===== src/rtl/ps2_key_event_decoder.sv =====
// PS/2 set-2 scancode decoder: make/break/E0/E1 sequences, modifier tracking,
// typematic repeat filtering and a first-word-fall-through event FIFO.
module ps2_key_event_decoder #(
    parameter int FIFO_DEPTH       = 8,
    parameter int COUNT_W          = 8,
    parameter int TYPEMATIC_FILTER = 1
) (
    input  logic                          clk,
    input  logic                          clrn,
    input  logic [7:0]                    in_data,
    input  logic                          in_valid,
    output logic                          in_ready,
    output logic                          ev_valid,
    input  logic                          ev_ready,
    output logic [13:0]                   ev_data,
    output logic [3:0]                    mods,
    output logic [COUNT_W-1:0]            key_count,
    output logic [13:0]                   last_event,
    output logic [$clog2(FIFO_DEPTH):0]   fifo_level,
    output logic                          seq_err
);
    localparam int AW = $clog2(FIFO_DEPTH);

    typedef enum logic [2:0] {S_IDLE, S_EXT, S_BRK, S_EXT_BRK, S_PAUSE} state_t;

    state_t        st, st_n;
    logic [2:0]    skip, skip_n;
    logic [5:0]    hk, hk_n;        // {ralt, lalt, rctrl, lctrl, rshift, lshift}
    logic          caps, caps_n;
    logic [8:0]    held;
    logic          held_vld;
    logic [AW-1:0] wr_ptr, rd_ptr;
    logic [13:0]   mem [FIFO_DEPTH];

    logic        acc, emit, is_brk, is_ext, err, drop, push, pop, full;
    logic [7:0]  code;
    logic [8:0]  key;
    logic [3:0]  mods_n;
    logic [13:0] ev_word;

    assign full     = fifo_level == (AW+1)'(FIFO_DEPTH);
    assign in_ready = !full;
    assign ev_valid = fifo_level != '0;
    assign ev_data  = ev_valid ? mem[rd_ptr] : '0;
    assign acc      = in_valid && in_ready;
    assign pop      = ev_valid && ev_ready;
    assign mods     = {caps, hk[5] | hk[4], hk[3] | hk[2], hk[1] | hk[0]};

    always_comb begin
        st_n   = st;
        skip_n = skip;
        emit   = 1'b0;
        is_brk = 1'b0;
        is_ext = 1'b0;
        err    = 1'b0;
        code   = in_data;
        if (acc) begin
            case (st)
                S_IDLE: case (in_data)
                    8'hE0: st_n = S_EXT;
                    8'hF0: st_n = S_BRK;
                    8'hE1: begin st_n = S_PAUSE; skip_n = 3'd7; end
                    8'hAA, 8'hFA, 8'hEE, 8'hFE, 8'h00, 8'hFF: ;
                    default: emit = 1'b1;
                endcase
                S_EXT: begin
                    st_n = S_IDLE;
                    case (in_data)
                        8'hF0:        st_n = S_EXT_BRK;
                        8'hE0, 8'hE1: err = 1'b1;
                        default: begin emit = 1'b1; is_ext = 1'b1; end
                    endcase
                end
                S_BRK, S_EXT_BRK: begin
                    st_n = S_IDLE;
                    if (in_data == 8'hE0 || in_data == 8'hF0 || in_data == 8'hE1)
                        err = 1'b1;
                    else begin
                        emit   = 1'b1;
                        is_brk = 1'b1;
                        is_ext = st == S_EXT_BRK;
                    end
                end
                S_PAUSE: begin
                    // the 7th trailing byte completes the pause sequence
                    if (skip == 3'd1) begin
                        st_n   = S_IDLE;
                        emit   = 1'b1;
                        is_ext = 1'b1;
                        code   = 8'hE1;
                    end
                    skip_n = skip - 3'd1;
                end
                default: st_n = S_IDLE;
            endcase
        end

        key  = {is_ext, code};
        drop = (TYPEMATIC_FILTER != 0) && emit && !is_brk && held_vld && held == key;
        push = emit && !drop;

        hk_n = hk;
        if (emit) begin
            case (key)
                9'h012: hk_n[0] = !is_brk;
                9'h059: hk_n[1] = !is_brk;
                9'h014: hk_n[2] = !is_brk;
                9'h114: hk_n[3] = !is_brk;
                9'h011: hk_n[4] = !is_brk;
                9'h111: hk_n[5] = !is_brk;
                default: ;
            endcase
        end
        caps_n  = caps ^ (push && !is_brk && key == 9'h058);
        mods_n  = {caps_n, hk_n[5] | hk_n[4], hk_n[3] | hk_n[2], hk_n[1] | hk_n[0]};
        ev_word = {is_ext, is_brk, mods_n, code};
    end

    always_ff @(posedge clk or negedge clrn) begin
        if (!clrn) begin
            st         <= S_IDLE;
            skip       <= '0;
            hk         <= '0;
            caps       <= 1'b0;
            held       <= '0;
            held_vld   <= 1'b0;
            key_count  <= '0;
            last_event <= '0;
            seq_err    <= 1'b0;
        end else begin
            st   <= st_n;
            skip <= skip_n;
            hk   <= hk_n;
            caps <= caps_n;
            if (err)
                seq_err <= 1'b1;
            if (push) begin
                last_event <= ev_word;
                if (!is_brk)
                    key_count <= key_count + 1'b1;
            end
            if (push && !is_brk) begin
                held     <= key;
                held_vld <= 1'b1;
            end else if (emit && is_brk && held_vld && held == key) begin
                held_vld <= 1'b0;
            end
        end
    end

    // push only happens when not full, so a simultaneous pop never overflows
    always_ff @(posedge clk or negedge clrn) begin
        if (!clrn) begin
            wr_ptr     <= '0;
            rd_ptr     <= '0;
            fifo_level <= '0;
        end else begin
            if (push) wr_ptr <= wr_ptr + 1'b1;
            if (pop)  rd_ptr <= rd_ptr + 1'b1;
            case ({push, pop})
                2'b10:   fifo_level <= fifo_level + 1'b1;
                2'b01:   fifo_level <= fifo_level - 1'b1;
                default: ;
            endcase
        end
    end

    always_ff @(posedge clk) begin
        if (push) mem[wr_ptr] <= ev_word;
    end
endmodule


===== config.mk =====
export PLATFORM = sky130hd
export DESIGN_NAME = ps2_key_event_decoder
export DESIGN_NICKNAME = d
export VERILOG_FILES = /design/src/rtl/ps2_key_event_decoder.sv
export SDC_FILE = /design/constraint.sdc
export NUM_CORES = 1
export LEC_CHECK = 0
export ABC_CLOCK_PERIOD_IN_PS = 5700
export CELL_PAD_IN_SITES_DETAIL_PLACEMENT = 1
export CELL_PAD_IN_SITES_GLOBAL_PLACEMENT = 2
export CORE_MARGIN = 5
export CORE_UTILIZATION = 42
export DETAILED_ROUTE_END_ITERATION = 8
export GPL_ROUTABILITY_DRIVEN = 0
export GPL_TIMING_DRIVEN = 0
export MAX_ROUTING_LAYER = met4
export PLACE_DENSITY = 0.85
export SYNTH_ARGS = -nofsm -noshare
export SYNTH_HDL_FRONTEND = slang
export SYNTH_SLANG_ARGS = --single-unit

===== constraint.sdc =====
create_clock -name clk -period 5.7 [get_ports clk]
set_input_delay 0.57 -clock clk [delete_from_list [all_inputs] [get_ports clk]]
set_output_delay 0.57 -clock clk [all_outputs]
set_load 0.02 [all_outputs]

==> results, run 1 <==
- The path type of the worst min-delay path is primary input to async pin.
- For this run, the slowest stage of the critical path takes 650 ps.
- The floorplan core area is 17300 um^2.
- The signal on the critical path passes through clkdlybuf4s50_1, inv_1, a2111oi_4, nor3_1, a21oi_2, inv_2, xor2_1, nor4_4, a21boi_2, buf_2, inv_1, ha_1, ha_1, a21o_1, a21oi_1, xnor2_1, nor2_1, xor2_1.
- The antenna diode count is 0.
- The post-detailed-route DRC marker count is 0.
- The flow ran to the end, and the final reports show no timing, DRC or antenna violations.
- Setup slack closes at 892 ps.
- The routed length per placed instance is 22.0 um.
- After layout, the minimum clock period comes to a little under 5000 ps.
- Max-cap violations in this run came to 0.
- The die covers 20400 um^2.
- Counting every instance in the synthesized netlist gives between 400 and 500.
- Dividing total power by cell area gives a power density of 508 nW/um^2.
- The clock net sink count is 168.
- After clock tree synthesis, the flow added hold-fix buffers numbering 0.
- Setup repair after global routing left no endpoint under its margin.
- STA classifies the critical path endpoint as a register.
- For the worst setup path, the data required time is 6000 ps.
- The design area is 8940 um^2.
- The clock latency of the later-clocked register in the worst-skew pair is 420 ps.
- The most used flip-flop cell after synthesis is edfxtp_1.
- The proportion of layout cells with a drive suffix above 1 is 0.193.
- Synthesis produced a netlist with a net count of 505.
- The sequential element share of the synthesized area is 0.642.
- The remaining antenna violation count after routing is 0.
- The synthesized area is 7420 um^2.
- The count of pins over their slew limit came to 0.
- The buffer levels on the longest clock path is 2.
- For the pin with the worst max-slew slack, the measured transition is ~1100 ps.
- The placed instance count is 769.
- The clock tree from TritonCTS is yes.
- The worst pin sits at a relative slew slack of 0.252.
- The clock tree synthesis step divided the H-tree into 4 levels.
- Among all stages on the critical path, the largest delay is contributed by clkdlybuf4s50_1.
- The worst path arrival time is around 5000 ps.
- In the finished design, the share of the clock period the worst path needs comes to 0.844.
- In the synthesized netlist the async set-or-reset flop fraction comes to 0.333.
- The number of warning messages in the yosys log is 0.
- The instance area after placement is 8350 um^2.
- The final route contains 4486 vias.
- STA classifies the critical path startpoint as a primary input.
- The die height is 143 um.
- The count of state elements after synthesis is 168.
- The violation count after the first detailed-routing iteration is 253.
- The floorplan has 48 rows.
- The root buffer cell chosen for the clock tree is clkbuf_16.
- The number of buffers added on ports is 55.
- The number of hold-slack violations in the final timing report is 0.
- At the end of the flow the core is filled with cells to 0.517.
- The area added between synthesis and finish is 20.5%.
- The TritonCTS buffer count is 17.
- The aggregate global routing overflow is 0.
- The number of library cell types mapped by synthesis is 54.
- The per-instance average area after synthesis is 15.3 um^2.
- IR analysis of the VDD net gives a maximum drop of roughly 0.28 mV.
- The worst setup slack before clock tree synthesis is 416 ps.
- The worst register-to-register path has a depth of 18.
- Timing would allow up to 208 MHz.
- The first-pass GRT wire length is 28.4 mm.
- Along the worst path, the maximum fanout reaches 17.
- Clock-pin slew was measured on the worst setup and hold paths at 60 ps.
- The number of synthesized flops with an enable pin is 112.
- The number of endpoints failing setup at the final stage is 0.
- The critical path class is primary input to register.
- The number of antenna violations at the first check in global routing is 0.
- The count of pins on the block boundary is approximately 60.
- The critical path crosses 18 cells after its start point.
- The analysis attributes to cell leakage a power of 3.30 nW.
- The design draws 4.54 mW.
- The chip width is 143 um.
- The count of buffers added by post-CTS timing repair for setup is 0.
- The maximum clock skew at final layout is 10.1 ps.
- The filler-free cell count of the finished design is 801.
- The initial standard-cell utilization of the core is 0.429.
- Together, buffers and inverters on the worst path number 5.
- Using the TritonRoute via totals, the vias-per-cell ratio works out to 5.60.
- The kind of cell adding the most delay to the critical path is buffers and inverters.
- The total half-perimeter wirelength after legalization and detailed placement is between 10 and 15 mm.
- The detailed-routing iteration count for the pre-antenna-repair pass is 5.
- For this run, the total global-route usage over all layers was measured as 0.189.
- Entering global routing, the biggest net connects 35 pins.
- The routed wire length is 17.6 mm.
- The number of gates given a new drive strength after cts is 0.
- At the end of the flow, the number of nets in the layout was 584.
- The number of global-route vias before repair is approximately 4900.
## synthesized netlist by cell type (8+ instances only)
master    count  area, um^2
a21oi_1      14        70.1
clkbuf_1     13        48.8
dfrtp_1      56        1400
edfxtp_1    112        3360
ha_1          8         100
inv_1        20        75.1
mux2_2       17         191
mux2_4        9         135
mux2i_1      19         190
mux4_2       28         631
nand2_1      23        86.3
nor2_1       30         113
nor3_1       14        70.1
o21ai_0       8        40.0
xor2_1       16         140
## stage by stage
| stage | TNS, ps | hold WS, ps |
|---|---|---|
| after floorplan | 0 | 274 |
| after global placement | -50740 | 460 |
| after detailed placement | 0 | 466 |
| after CTS | 0 | 157 |
| after global routing | 0 | 196 |
| final | 0 | 166 |
## power by group
part	leakage [nW]	switching, mW	internal, mW	total (mW)
Sequential	1.68	0.176	1.56	1.73
Clock	0.274	0.465	0.688	1.15
Combinational	1.34	0.879	0.777	1.66
## layer usage
layer | vias to the layer above | share of wire | GRT usage
met2 | 102 | 0.51 | 0.310
li1 | 2014 | - | -
met5 | - | 0 | -
met4 | 0 | 0.015 | 0.0440
met3 | 17 | 0.031 | 0.0358
met1 | 2353 | 0.45 | 0.247
## sequential cells by signal, summed over array words and instances, names as in the netlist
name / cells
caps: 1
hk: 6
skip: 3
wr_ptr: 3
last_event: 14
seq_err: 1
fifo_level: 4
mem: 112
rd_ptr: 3
held: 9
key_count: 8
held_vld: 1
st: 3
## worst register-to-register path, stage by stage (launching register included)
cell      delay, ps
dfrtp_1         450
nor4b_4         570
inv_2           120
nand2_1         170
nor3_1          100
a21oi_2         230
inv_2           180
xor2_1          230
nor4_4          610
a21boi_2        280
buf_2           250
inv_1           110
ha_1            230
ha_1            260
a21o_1          180
a21oi_1         180
xnor2_1         150
nor2_1           70
xor2_1          150
## cells by family (layout without fill, tap and decap cells)
kind of cell,count (synthesis),count (layout),share of synthesized area
compound gates,46,46,0.0432
xor+xnor,23,23,0.0271
fa+ha+maj,9,9,0.0162
buf+inv,42,134,0.0233
flops,168,168,0.642
mux,73,73,0.155
simple gates,123,123,0.0936
## path summary, 6_finish.rpt
check	end	slack, ps	start
worst max-delay path	fifo_level[3]$_DFFE_PN0P_	890	in_data[6]
worst max register to register	fifo_level[3]$_DFFE_PN0P_	1070	fifo_level[1]$_DFFE_PN0P_
worst min-delay path	skip[0]$_DFFE_PN0P_	170	clrn
max in group asynchronous	hk[3]$_DFF_PN0_	4930	clrn
worst min register to register	key_count[7]$_DFFE_PN0P_	470	key_count[7]$_DFFE_PN0P_
min in group clk	key_count[7]$_DFFE_PN0P_	470	key_count[7]$_DFFE_PN0P_
## placed cells by master, fill, tap and decap left out, types with 9 or more instances in the layout
master / count
dfrtp_1: 56
inv_1: 20
nand2_1: 23
nor3_1: 14
nor2_1: 30
clkbuf_16: 17
edfxtp_1: 112
mux4_2: 28
clkdlybuf4s50_1: 54
mux2i_1: 19
xor2_1: 16
mux2_2: 17
a21oi_1: 14
mux2_4: 9
clkbuf_1: 16
## final cells by class
cell class	count	area, um^2
plain buffers	20	90.1
clock buffers	20	437
clock inverters	12	149
fillers	1678	8360
inverters	22	82.6
multi-input cells	274	2530
flip-flops and latches	168	4760
well taps	225	282
repair buffers	60	607
No activity file was read; power rests on OpenSTA's default activity.
==> run 2: changes to the inputs <==
==> config.mk (replaced) <==
export PLATFORM = sky130hd
export DESIGN_NAME = ps2_key_event_decoder
export DESIGN_NICKNAME = d
export VERILOG_FILES = /design/src/rtl/ps2_key_event_decoder.sv
export SDC_FILE = /design/constraint.sdc
export NUM_CORES = 1
export LEC_CHECK = 0
export ABC_CLOCK_PERIOD_IN_PS = 4000
export CELL_PAD_IN_SITES_DETAIL_PLACEMENT = 1
export CELL_PAD_IN_SITES_GLOBAL_PLACEMENT = 2
export CORE_MARGIN = 5
export CORE_UTILIZATION = 38
export DETAILED_ROUTE_END_ITERATION = 8
export GPL_ROUTABILITY_DRIVEN = 0
export GPL_TIMING_DRIVEN = 0
export MAX_ROUTING_LAYER = met4
export PLACE_DENSITY = 0.81
export SYNTH_ARGS = -nofsm -noshare
export SYNTH_HDL_FRONTEND = slang
export SYNTH_SLANG_ARGS = --single-unit
==> constraint.sdc (replaced) <==
create_clock -name clk -period 4 [get_ports clk]
set_input_delay 0.4 -clock clk [delete_from_list [all_inputs] [get_ports clk]]
set_output_delay 0.4 -clock clk [all_outputs]
set_load 0.02 [all_outputs]
==> run 2 against run 1 <==
Wire length down 1.6%. Sequential power up 43%. Clock skew down 3.6 ps. Combinational power up 45%. Setup slack worse by 750 ps. Register-to-register slack worse by 930 ps. Design area up 2.9%. First-iteration DRC count down 12%.
==> results, run 2 (synthesized netlist as in run 1, its figures left out) <==
- TritonCTS built the clock tree.
- The remaining antenna violation count after routing is 0.
- For this design the total switching power over the nets is 2.18 mW.
- The met2 track demand over resource is 0.281.
- In the final layout, the registers with the most flip-flops are mem x112, last_event x14, held x9.
- The worst setup path is launched from a register.
- The relative slew slack is 0.224.
- The chip width is 150 um.
- The time the worst path needs with I/O delays and setup is 3860 ps.
- Along the worst path, the maximum fanout reaches 10.
- The number of clock buffers added by TritonCTS is 17.
- Of the total power, the share spent switching nets is 0.334.
- Summing all placed instances gives a cell area of 8360 um^2.
- For this configuration, the core starts out at a cell density of 0.384.
- The pin slew with the least headroom to its limit is 1160 ps.
- After floorplanning, the core was divided into 51 placement rows.
- The global-route layer with the greatest usage is met2.
- The H-tree was split into 4 levels.
- The aggregate global routing overflow is 0.
- Across the VDD grid, the largest voltage drop is 0.311 mV.
- For this block, the via count after detailed routing is approximately 4400.
- The number of antenna diodes in the final layout is 0.
- The top cell types in the final layout, fill and taps aside, are edfxtp_1 (112), dfrtp_1 (54), clkdlybuf4s50_1 (52).
- Timing analysis after detailed placement gives a worst setup slack of -1130 ps.
- The floorplan core area is 19300 um^2.
- The filler-free cell count of the finished design is approximately 850.
- The clock latency of the later-clocked register in the worst-skew pair is 420 ps.
- STA classifies the critical path endpoint as a register.
- The first-pass GRT wire length is roughly 28 mm.
- In the finished design, the share of the clock period the worst path needs comes to 0.964.
- The number of nets in the layout is 591.
- The maximum clock skew at final layout is 6.46 ps.
- The number of global-route vias before repair is 4750.
- Summed over all layers, the routed wires come to 17.4 mm.
- The die height is 150 um.
- The detail-routed via count per cell is between 5 and 6.
- The critical path class is register to register.
- The clock net sink count is 168.
- For met3 alone, demand over resource in global routing was 0.0306.
- The leakage component of the power is 3.39 nW.
- The run finished with clean final reports.
- Max-cap violations in this run came to 0.
- In this run the clock root is driven by a clkbuf_16.
- The number of hold-slack violations in the final timing report was 0.
- The register with the most flip-flops in the layout has 112 of them.
- In the post-route analysis, the smallest setup slack over all paths is around 140 ps.
- The finished cells cover 9200 um^2.
- The fraction of power consumed by combinational cells is 0.368.
- The path type of the worst min-delay path is register to register.
- The die footprint is 22400 um^2.
- The area growth from synthesis to layout is 23.9%.
- The number of antenna violations at the first check in global routing is 0.
- The proportion of layout cells with a drive suffix above 1 is 0.223.
- The HPWL after detailed placement is 12.0 mm.
- The first TritonRoute pass finished after 4 iterations.
- For the worst setup path, the data arrival time is 4160 ps.
- STA puts the critical path data required time at 4300 ps.
- The final worst hold slack is 477 ps.
- Across every metal layer, demand over resource in global routing totals 0.169.
- Leaving out fill and tap cells, the most frequent cell in the layout is edfxtp_1.
- The global routing met1 resource utilization is 0.218.
- The count of pins over their slew limit is 0.
- The largest register by flop count is mem.
- Of the total power, registers draw 0.378.
- The buffer levels on the longest clock path is 2.
- The clock transition at the registers of the reported paths is 60 ps.
- The largest net degree at the start of global routing is 34.
- The internal power of the cells totals 4.36 mW.
- The post-detailed-route DRC marker count is 0.
- Setup repair after global routing left no endpoint under its margin.
- After detailed routing, the average wire length per cell comes to slightly above 20 um.
- For this design the ratio of total power to cell area is 711 nW/um^2.
- The count of pins on the block boundary is 59.
- The first routing iteration left 223 violations.
- Timing would allow up to 259 MHz.
- The part of the total power dissipated in the clock network is 0.254.
- Including well taps, the total number of placed cells is 805.
- The number of buffers added on ports is 55.
- The number of endpoints failing setup at the final stage is 0.
- In the final timing run, aggregate negative setup slack is 0 ps.
run 2: per-layer routing:
layer,up-vias,wire [um]
met5,-,0
met4,0,195
met1,2281,7700
li1,2029,-
met2,67,8980
met3,15,475
run 2: worst paths after layout:
path	from	endpoint	slack, ps	cells after the start
max in group asynchronous	clrn	last_event[12]$_DFFE_PN0P_	2860	3
hold reg to reg	seq_err$_DFFE_PN0P_	seq_err$_DFFE_PN0P_	480	1
setup / recovery	fifo_level[1]$_DFFE_PN0P_	fifo_level[3]$_DFFE_PN0P_	140	17
hold / removal	seq_err$_DFFE_PN0P_	seq_err$_DFFE_PN0P_	480	1
min in group asynchronous	clrn	held[6]$_DFFE_PN0P_	530	2
setup reg to reg	fifo_level[1]$_DFFE_PN0P_	fifo_level[3]$_DFFE_PN0P_	140	17
run 2: metrics by stage:
stage	utilization	total power, mW
after floorplan	-	3.93
after global placement	0.431	4.77
after detailed placement	0.433	4.88
after CTS	0.472	6.60
after global routing	0.476	6.89
final	0.476	6.54
run 2: area by class of cell:
| cell class | count | area [um^2] |
|---|---|---|
| Sequential cell | 168 | 4770 |
| Tap cell | 265 | 332 |
| Multi-Input combinational cell | 274 | 2630 |
| Fill cell | 1885 | 10100 |
| Inverter | 22 | 87.6 |
| Clock buffer | 18 | 429 |
| Timing Repair Buffer | 68 | 688 |
| Clock inverter | 14 | 170 |
| Buffer | 19 | 97.6 |
run 2: timing repair:
item,in CTS,in global routing
hold buffers,1,0
resized for setup,11,12
setup endpoints to repair,125,30
buffers inserted,8,3
pin swaps,7,5
hold endpoints to repair,16,0
run 2: power groups by stage:
stage / logic [mW] / clock network, mW / registers (mW)
after floorplan: 1.38 / 0 / 2.55
after global placement: 2.30 / 0 / 2.47
after detailed placement: 2.37 / 0 / 2.51
after CTS: 2.43 / 1.70 / 2.48
after global routing: 2.60 / 1.78 / 2.51
final: 2.40 / 1.66 / 2.47
run 2: worst max-delay path: stages (launching register included):
cell and delay, ps:
dfrtp_2 450, nor4b_4 330, buf_12 170, nor4_4 50, buf_4 180, or4_1 490
o211a_4 180, nor4_4 390, a21boi_4 90, buf_4 180, inv_1 100, ha_2 210
ha_1 230, a21o_1 190, a21oi_2 140, xnor2_1 130, nor2_1 70, xor2_1 130
==> run 3: changes to the inputs <==
--- a/config.mk
+++ b/config.mk
@@ -15,6 +15,7 @@
 export GPL_TIMING_DRIVEN = 0
 export MAX_ROUTING_LAYER = met4
 export PLACE_DENSITY = 0.81
+export SKIP_LAST_GASP = 1
 export SYNTH_ARGS = -nofsm -noshare
 export SYNTH_HDL_FRONTEND = slang
 export SYNTH_SLANG_ARGS = --single-unit
==> run 3 against run 2 <==
Clock skew about the same. Sequential power about the same. Total power decreased by 0.11%. Combinational power about the same. Cell count unchanged. Critical path depth unchanged. Register-to-register slack got worse by 50 ps. Via count increased by 0.30%. Non-clock buffer count unchanged. Global-route usage unchanged. Wire length increased by 0.10%.
==> results, run 3 (synthesized netlist as in run 1, its figures left out) <==
- The die is ~150 um wide.
- The slowest cell on the critical path is or4_1.
- In this run the worst hold path is classified as register to register.
- The total design power is 6.53 mW.
- The max-cap violation count is 0.
- The post-detailed-route DRC marker count is 0.
- Walking the worst path, the cells encountered are nor4b_4, buf_12, nor4_4, buf_4, or4_1, o211a_4, nor4_4, a21boi_4, buf_2, inv_1, ha_2, ha_1, a21o_1, a21oi_1, xnor2_1, nor2_1, xor2_1.
- The storage element area is ~4800 um^2.
- After detailed routing, the number of vias per cell comes to around 5.2.
- The total routing resource utilization after global routing is 0.169.
- The initial utilization of the core area, before any placement, comes to 0.384.
- In this run the critical register-to-register path is launched from fifo_level[1]$_DFFE_PN0P_.
- The first detailed-routing pass ran for 4 iterations.
- In this run the static leakage power is 3.38 nW.
- The kind of cell adding the most delay to the critical path is simple AND/OR/NAND/NOR gates.
- The number of hold-slack violations in the final timing report is 0.
- The time the worst path needs with I/O delays and setup is 3910 ps.
- The clock tree synthesis step divided the H-tree into 4 levels.
- The capture point of the worst reg-to-reg path is fifo_level[3]$_DFFE_PN0P_.
- The largest registers in the layout are mem x112, last_event x14, held x9.
- The number of antenna violations at the first check in global routing is 0.
- The clock latency of the later-clocked register in the worst-skew pair is around 420 ps.
- The count of buffers added on input and output ports is between 50 and 60.
- The combined buffer and inverter count along the critical path is 4.
- The pin slew with the least headroom to its limit is 1170 ps.
- The floorplan has 51 rows.
- The number of placed instances, taps included, is 805.
- The element type at the critical path end is a register.
- For this run, the post-layout net count is 591.
- The maximum clock skew at final layout is about 6.4 ps.
- The worst path arrival time is roughly 4200 ps.
- Clock-pin slew was measured on the worst setup and hold paths at 60 ps.
- The wire-length estimate of the detail-placed layout is 12.0 mm.
- The die height is 150 um.
- The worst setup slack before clock tree synthesis is -1130 ps.
- The clock tree from TritonCTS is yes.
- The largest net degree at the start of global routing is 34.
- Clock tree synthesis selected as its root buffer the cell clkbuf_16.
- The worst path required time is ~4300 ps.
- In this run the register-to-register setup slack is 90 ps.
- The floorplan core area is 19300 um^2.
- Hold is met by 479 ps.
- The number of endpoints failing setup at the final stage is 0.
- Leaving out fill and tap cells, the most frequent cell in the layout is edfxtp_1.
- The number of cells traversed by the worst register-to-register path is 17.
- Once detail routing completed, the nets flagged for antenna violations numbered 0.
- The final clock period utilization by the worst path is 0.978.
- The number of global-route vias before repair came to 4750.
- The critical path class is register to register.
- The final route contains 4405 vias.
- The library cells used most frequently in the layout, excluding fill and tap cells, are edfxtp_1 (112), dfrtp_1 (54), clkdlybuf4s50_1 (52).
- The count of pins over their slew limit is 0.
- Buffers inserted during clock tree synthesis total 17.
- The largest stage delay on the critical path is 490 ps.
- The filler-free cell count of the finished design is 848.
- The filler cell count is approximately 1900.
- The antenna diode count is 0.
- The largest fanout on the critical path is 10.
- For this run, the top clock speed supported by timing is 256 MHz.
- Across the VDD grid, the largest voltage drop is 0.312 mV.
- The flip-flop count of the largest register after layout is ~110.
- Tracing the worst setup path back leads to its startpoint at fifo_level[1]$_DFFE_PN0P_.
- Dividing the detail-routed wire length by the instance count gives 20.5 um.
- In this run the count of I/O pins placed on the die edge is 59.
- Setup repair after global routing could not meet its margin everywhere.
- In the post-route analysis, the smallest setup slack over all paths is 87.5 ps.
- The critical path depth is 17.
- The first-pass GRT wire length is roughly 28 mm.
- The proportion of layout cells with a drive suffix above 1 is 0.221.
- The run finished with clean final reports.
- The most critical setup path has its endpoint at fifo_level[3]$_DFFE_PN0P_.
- The areal power density over the cells is 711 nW/um^2.
- The relative slew slack is 0.217.
- Counting flops per register, the top entry is mem.
- The final layout contains routed wiring with a total length of 17.4 mm.
- Summed over all failing endpoints, the final setup total negative slack is 0 ps.
- The violation count after the first detailed-routing iteration is 246.
- The cell with the most instances on the worst path is nor4_4.
- The area added between synthesis and finish is 23.8%.
- Counting along the longest clock path gives a buffer depth of 2.
- Summing all multi-input logic gate instances after layout gives 2620 um^2.
- The aggregate global routing overflow is 0.
- The die covers between 20000 and 25000 um^2.
- The startpoint class of the critical path is a register.
- The clock net in this run drives a total of around 170 sinks.
run 3: cell counts in the layout (fill, tap and decap cells not counted):
Identical to the previous run, type by type.
run 3: final cells by class:
class | instances | share of cell area
Inverter | 22 | 0.00953
Sequential cell | 168 | 0.519
Clock inverter | 14 | 0.0185
Timing Repair Buffer | 68 | 0.0749
Buffer | 19 | 0.0103
Tap cell | 265 | 0.0361
Multi-Input combinational cell | 274 | 0.285
Clock buffer | 18 | 0.0467
run 3: through the flow:
step,area (um^2),utilization
6_report,9190,0.475
5_1_grt,9190,0.475
4_1_cts,9130,0.472
3_5_place_dp,8360,0.433
3_3_place_gp,8330,0.431
2_1_floorplan,7450,-
run 3: timing repair:
action                                  CTS  global route
hold buffers                              1             0
resized for setup                        11             9
pin swaps                                 7             5
endpoints found under the setup margin  125            30
setup buffers                             8             3
endpoints found under the hold margin    16             0
run 3: layer usage:
| metal | vias up | share of wire | track usage |
|---|---|---|---|
| li1 | 2028 | - | - |
| met1 | 2298 | 0.45 | 0.218 |
| met2 | 65 | 0.52 | 0.281 |
| met3 | 14 | 0.024 | 0.0306 |
| met4 | 0 | 0.011 | 0.0425 |
| met5 | - | 0 | - |
run 3: how the worst min path moves through the flow:
| stage | startpoint | endpoint | slack, ps | cells after the start |
|---|---|---|---|---|
| 6_report | seq_err$_DFFE_PN0P_ | seq_err$_DFFE_PN0P_ | 480 | 1 |
| 2_1_floorplan | clrn | caps$_DFF_PN0_ | 100 | 0 |
| 5_1_grt | key_count[7]$_DFFE_PN0P_ | key_count[7]$_DFFE_PN0P_ | 490 | 1 |
| 3_3_place_gp | seq_err$_DFFE_PN0P_ | seq_err$_DFFE_PN0P_ | 460 | 1 |
| 3_5_place_dp | clrn | held[6]$_DFFE_PN0P_ | 450 | 1 |
| 4_1_cts | seq_err$_DFFE_PN0P_ | seq_err$_DFFE_PN0P_ | 480 | 1 |
run 3: where the power goes:
| part | leakage (nW) | switching [mW] | total (mW) | internal [mW] |
|---|---|---|---|---|
| logic | 1.42 | 1.25 | 2.40 | 1.15 |
| registers | 1.68 | 0.254 | 2.47 | 2.22 |
| clock network | 0.286 | 0.673 | 1.66 | 0.985 |
| total | 3.38 | 2.18 | 6.53 | 4.35 |
